==> src/rtl/hamming_stream_ctrl.sv <==
// rtl/hamming_stream_ctrl.sv - burst sequencer around a fixed-latency 12/8 Hamming coder
//
// Purpose: accepts a LEN-byte burst over a valid/ready handshake, feeds the
// bytes one per cycle into the coder, re-times the coder output into a
// valid-tagged stream with a last marker, and counts decoder corrections.
//
// Ports:
//   clk, arstn                 clock, asynchronous active-low reset
//   start, len                 burst request (sampled in IDLE) and burst length
//   s_data, s_valid, s_ready   upstream byte stream
//   enc_data                   registered byte into the coder
//   enc_q, dec_err             coder output and its correction flag
//   m_data, m_valid, m_last    downstream byte stream (no back-pressure)
//   busy, done                 burst in progress / one-cycle completion pulse
//   clr_cnt, err_cnt           synchronous clear / saturating correction count
module hamming_stream_ctrl #(
  parameter int DATA_W = 8,
  parameter int LAT    = 2,
  parameter int LEN_W  = 8,
  parameter int CNT_W  = 16
) (
  input  logic              clk,
  input  logic              arstn,
  input  logic              start,
  input  logic [LEN_W-1:0]  len,
  input  logic [DATA_W-1:0] s_data,
  input  logic              s_valid,
  output logic              s_ready,
  output logic [DATA_W-1:0] enc_data,
  input  logic [DATA_W-1:0] enc_q,
  input  logic              dec_err,
  output logic [DATA_W-1:0] m_data,
  output logic              m_valid,
  output logic              m_last,
  output logic              busy,
  output logic              done,
  input  logic              clr_cnt,
  output logic [CNT_W-1:0]  err_cnt
);

  typedef enum logic [1:0] {IDLE, RUN, DRAIN, DONE} state_t;

  state_t           state, state_nxt;
  logic [LEN_W-1:0] in_rem, out_rem;
  logic             accept;

  // tag[0] marks a valid byte sitting in enc_data; the coder then adds LAT
  // cycles, so tag[LAT] lines up with the matching byte on enc_q.
  logic [LAT:0]     tag;

  assign s_ready = (state == RUN);
  assign accept  = s_valid & s_ready;
  assign m_data  = enc_q;
  assign m_valid = tag[LAT];
  assign m_last  = m_valid && (out_rem == LEN_W'(1));
  assign busy    = (state != IDLE);
  assign done    = (state == DONE);

  always_comb begin
    state_nxt = state;
    case (state)
      IDLE: begin
        if (start) begin
          state_nxt = (len == '0) ? DONE : RUN;
        end
      end
      RUN: begin
        if (accept && (in_rem == LEN_W'(1))) begin
          state_nxt = DRAIN;
        end
      end
      DRAIN: begin
        // Leave only once every in-flight byte has been emitted.
        if ((tag == '0) && (out_rem == '0)) begin
          state_nxt = DONE;
        end
      end
      DONE: begin
        state_nxt = IDLE;
      end
      default: begin
        state_nxt = IDLE;
      end
    endcase
  end

  always_ff @(posedge clk or negedge arstn) begin
    if (!arstn) begin
      state    <= IDLE;
      in_rem   <= '0;
      out_rem  <= '0;
      tag      <= '0;
      enc_data <= '0;
    end else begin
      state <= state_nxt;
      tag   <= {tag[LAT-1:0], accept};

      if (accept) begin
        enc_data <= s_data;
      end

      if ((state == IDLE) && start) begin
        in_rem <= len;
      end else if (accept) begin
        in_rem <= in_rem - LEN_W'(1);
      end

      if ((state == IDLE) && start) begin
        out_rem <= len;
      end else if (m_valid) begin
        out_rem <= out_rem - LEN_W'(1);
      end
    end
  end

  // Correction counter persists across bursts; clear has priority.
  always_ff @(posedge clk or negedge arstn) begin
    if (!arstn) begin
      err_cnt <= '0;
    end else if (clr_cnt) begin
      err_cnt <= '0;
    end else if (m_valid && dec_err && (err_cnt != {CNT_W{1'b1}})) begin
      err_cnt <= err_cnt + CNT_W'(1);
    end
  end

endmodule
==> config.mk <==
export PLATFORM = sky130hd
export DESIGN_NAME = hamming_stream_ctrl
export DESIGN_NICKNAME = d
export VERILOG_FILES = /design/src/rtl/hamming_stream_ctrl.sv
export SDC_FILE = /design/constraint.sdc
export NUM_CORES = 1
export LEC_CHECK = 0
export ABC_CLOCK_PERIOD_IN_PS = 2600
export CORE_MARGIN = 3
export CORE_UTILIZATION = 48
export DETAILED_ROUTE_END_ITERATION = 12
export PLACE_DENSITY = 0.84
export SLEW_MARGIN = 5
export SYNTH_ARGS = -nofsm -noshare
export SYNTH_HDL_FRONTEND = slang
export SYNTH_SLANG_ARGS = --single-unit
==> constraint.sdc <==
create_clock -name clk -period 2.6 [get_ports clk]
set_clock_uncertainty 0.2 [all_clocks]
set_input_delay 0.26 -clock clk [delete_from_list [all_inputs] [get_ports clk]]
set_output_delay 0.26 -clock clk [all_outputs]
set_load 0.05 [all_outputs]
# == After elaboration in Yosys (flattened, before gate mapping) ==
# Cells that the tools add are included.
# totals
inputBits,30
register_bits,45
# op_classes
add_sub_neg,3
muxes,11
reduce_logical,15
eq_ne,9
bitwise_logic,1
# op_table
operator,count
$mux 16,2
$mux 8,4
$add 16x1->16 const B,1
$eq 8x1->1 const B,2
$logic_not 8->1,2
$ne 16x16->1 const B,1
$sub 8x1->8 const B,2
$mux 2,4
$pmux 2 s4,1
$reduce_bool 2->1,4
$logic_and 1x1->1,6
$eq 2x2->1 const B,2
$ne 2x2->1 const B,2
$logic_not 3->1,1
$reduce_and 3->1,1
$eq 2x1->1 const B,1
$logic_not 2->1,1
$ne 2x1->1 const B,1
$and 1x1->1,1

# == Longest topological paths before layout ==
# depth
ltp_word,5
depth_mapped,7
ltp_nobuf,6

# == Worst setup path before layout ==
# OpenSTA, ideal clock, no wires.
# synth_timing
path_type,reg2out
startpoint,register out_rem[4]
endpoint,output m_last
setup_slack_ns,-0.317
n_path_buf,0
required_time_ns,2.140
path_stages_with_launch,3
arrival_ns,2.457
cell_sequence,dfrtp_1 -> or4_4 -> nor4_1
# synth_between
elab_chain_cells,2
# synth_rtl
element,line,source
start: declaration,44,"logic [LEN_W-1:0] in_rem, out_rem;"
start signal: assignment,109,out_rem <= len;
start signal: assignment,111,out_rem <= out_rem - LEN_W'(1);
$eq 8x1->1,55,assign m_last = m_valid && (out_rem == LEN_W'(1));
$logic_and 1x1->1,55,
end: declaration,34,"output logic m_last,"
# No other way between the ends.

# == Final worst setup path ==
# layout_timing
startpoint,register state[1]
endpoint,output s_ready
# layout_between
elab_chain_cells,1
# layout_rtl
element,line,source
start: declaration,43,"state_t state, state_nxt;"
start signal: assignment,95,state <= state_nxt;
$eq 2x1->1,51,assign s_ready = (state == RUN);
end: declaration,28,"output logic s_ready,"
# No other way between the ends.

==> run_results.csv <==
group,metric,value,unit
finish,area_used_by_sequential_logic_in_the_layout,1130,sq um
timing,setup_total_negative_slack,0,ns
floorplanning,chipHeight,77.2,microns
floorplanning,initial_core_util,0.506,
finish,instances_no_fill,354,
pwr,cellLeakagePower,1.20,nW
pwr,p_per_area,940,nW/um^2
setup_path,worstPathArrival,1.96,ns
yosys,postSynth.asyncResetShare,1.00,
worst_hold_path,worst_hold_path_type,"primary input to async pin",
timing,report.final.hold_viol_count,0,
timing,fmax,414,MHz
floorplanning,std_cell_core_area,4820,sq um
timing,grt_setup_unrepaired,"false",
flow_run,timing.max_cap.violations,0,
yosys,synth_cell_type_count,36,
setup_path,largest_stage_delay_on_the_critical_path,0.84,ns
yosys,synth_nets,280,
finish,final_area,3090,sq um
floorplanning,die-width,77.2,microns
global_routing,grt_pass1_vias,1947,
setup_path,timing.critical_path.from_type,"flip-flop",
pwr,vdd.ir_drop.worst,0.000632,V
finish,fillerInstances,408,
finish,multi_input_comb_area,1180,sq um
yosys,synth_flop_cell,"sky130_fd_sc_hd__dfrtp_1",
drt,avgRoutedWirePerCell,15.3,microns
drt,dr.pass1.iters,4,
placed_design,portBuffers,50,
clocking,cts_repair_resize_count,0,
clocking,cts.clk_slew.worst_paths,0.09,ns
floorplanning,floorplan.rows,25,
finish,area_delta_synth_final,26.8,%
yosys,yosysWarnings,0,
clocking,cts_hold_buf,1,
setup_path,setup.worst_path.class,"flip-flop to output pin",
setup_path,crit_path_cell_trace,"inv_1 -> ha_1 -> clkdlybuf4s50_1",
clocking,tritoncts_num_sinks,45,
timing,worst_slew_pin_slew,0.522,ns
floorplanning,floorplan.die_area,5970,sq um
global_routing,grt_max_degree,35,
timing,timing_max_transition_violations_final,0,
setup_path,worstPathMaxFanout,6,
global_routing,grt_pass1_wl,8960,microns
drt,detail-route-antenna-nets,0,
drt,routed_wl,5420,microns
yosys,yosys-top-cells-area,"sky130_fd_sc_hd__dfrtp_1 (46%), sky130_fd_sc_hd__mux2_2 (6.0%), sky130_fd_sc_hd__a21oi_1 (5.8%)",
drt,dr_total_vias,1989,
clocking,htree_levels,2,
floorplanning,ports,67,
clocking,clock_path_buffers,2,
yosys,yosysSeqAreaShare,0.462,
setup_path,cp.required,2.14,ns
finish,final_layout_size_suffix_gt1_frac,0.125,
placed_design,place.detailed.hpwl,4010,microns
finish,insertedDiodeCount,0,
setup_path,path_depth,3,
setup_path,timing.critical_path.buf_inv,2,
yosys,synth_top_cell_by_area,"sky130_fd_sc_hd__dfrtp_1",
placed_design,dp_cells,345,
timing,final_cycle_utilization_of_the_critical_path,0.929,
global_routing,grt_overflow,0,
status,outcome,"finished, final reports clean",
yosys,synth_area_per_cell,10.2,sq um
timing,period_minus_slack,2.42,ns
timing,final-setup-viol-count,0,
setup_path,timing.reg2reg.worst_path_depth,5,
clocking,clkLatencyLatePin,0.30,ns
yosys,synth.ff_latch_count,45,
clocking,cts_setup_buffers,0,
finish,layout.nets,327,
setup_path,critical-path-slowest-cell,"sky130_fd_sc_hd__clkdlybuf4s50_1",
yosys,synth-edff-count,0,
drt,route.detailed.drc,0,
setup_path,critical-path-top-delay-family,"buffers and inverters",
placed_design,post_dp_cell_area,2960,sq um
global_routing,grt_antenna_before_repair,0,
yosys,synthCells,239,
global_routing,grt_use_total,0.184,
timing,slew-limit-headroom,0.651,
setup_path,critPathCaptureType,"output pin",
drt,vias_per_cell,5.62,
clocking,cts_made_buffers,5,
yosys,synth.top_cell.area_share,0.462,
clocking,cts-root-buf,"sky130_fd_sc_hd__clkbuf_8",
timing,timing.hold.ws,0.167,ns
clocking,tritoncts,"built",
drt,initialDrtViolationCount,164,
setup_path,timing.reg2reg.setup_slack,0.42,ns
placed_design,gp_routability_congestion,0.881,
yosys,mappedNetlistArea,2440,sq um
## flip-flops by register name (all words and copies together) (netlist names)
name / count
enc_data: 8
tag: 3
in_rem: 8
err_cnt: 16
state: 2
out_rem: 8
## kinds of logic after synthesis
| logic type | Yosys count | share of synthesized area |
|---|---|---|
| compound gates | 47 | 0.112 |
| flops | 45 | 0.462 |
| buf+inv | 25 | 0.0570 |
| fa+ha+maj | 11 | 0.0565 |
| mux | 15 | 0.0683 |
| xor+xnor | 14 | 0.0503 |
| simple gates | 82 | 0.193 |
## layout by cell type, fill, tap and decap left out, drive strengths merged, types with 7 or more instances in the layout
| master | synthesis | layout |
|---|---|---|
| nor4 | 7 | 7 |
| mux2 | 13 | 13 |
| or4 | 11 | 11 |
| nand2 | 12 | 12 |
| o21ai | 7 | 7 |
| a21oi | 28 | 28 |
| dfrtp | 45 | 45 |
| inv | 9 | 9 |
| nand4 | 7 | 7 |
| buf | 12 | 7 |
| nor2 | 17 | 17 |
| xnor2 | 12 | 12 |
| ha | 11 | 11 |
| clkdlybuf4s50 | 0 | 48 |
| o31ai | 9 | 9 |
## per-stage QoR
stage | utilization | worst slack (ns) | power [mW]
3_5_place_dp | 0.615 | 0.418 | 2.39
3_3_place_gp | 0.615 | 0.508 | 2.34
2_1_floorplan | - | 0.255 | 2.03
6_report | 0.641 | 0.184 | 2.90
4_1_cts | 0.641 | 0.180 | 2.93
5_1_grt | 0.641 | 0.100 | 3.08
## final timing paths
check,to,from
worst max-delay path,s_ready,state[1]
worst min-delay path,err_cnt[15],arstn
worst max register to register,err_cnt[10],err_cnt[0]
worst min register to register,tag[2],tag[1]
max in group asynchronous,err_cnt[3],arstn
min in group clk,tag[2],tag[1]
## cells in the mapped netlist, types with 8 or more instances
cell	n
sky130_fd_sc_hd__dfrtp_1	45
sky130_fd_sc_hd__a21oi_1	28
sky130_fd_sc_hd__nor2_1	17
sky130_fd_sc_hd__mux2_2	13
sky130_fd_sc_hd__xnor2_1	12
sky130_fd_sc_hd__ha_1	11
sky130_fd_sc_hd__nand2_1	11
sky130_fd_sc_hd__buf_4	10
sky130_fd_sc_hd__or4_1	10
sky130_fd_sc_hd__o31ai_1	9
sky130_fd_sc_hd__inv_1	8
## per-layer routing
layer / GRT usage / part of all wire
met4: 0.0836 / 0.025
met1: 0.233 / 0.43
met5: 0 / 0
met2: 0.298 / 0.49
met3: 0.0423 / 0.057
## report_power, final
group / leakage [nW] / total (mW) / switching, mW / internal, mW
Combinational: 0.589 / 1.26 / 0.738 / 0.519
Sequential: 0.558 / 1.12 / 0.194 / 0.921
Clock: 0.0543 / 0.532 / 0.244 / 0.288
Total: 1.20 / 2.90 / 1.18 / 1.73
## area by class of cell
| type | count | area share |
|---|---|---|
| Inverter | 9 | 0.0109 |
| Clock buffer | 5 | 0.0223 |
| Timing Repair Buffer | 56 | 0.179 |
| Clock inverter | 3 | 0.0150 |
| Multi-Input combinational cell | 169 | 0.381 |
| Sequential cell | 45 | 0.365 |
| Tap cell | 67 | 0.0271 |
No activity file was read; power rests on OpenSTA's default activity.
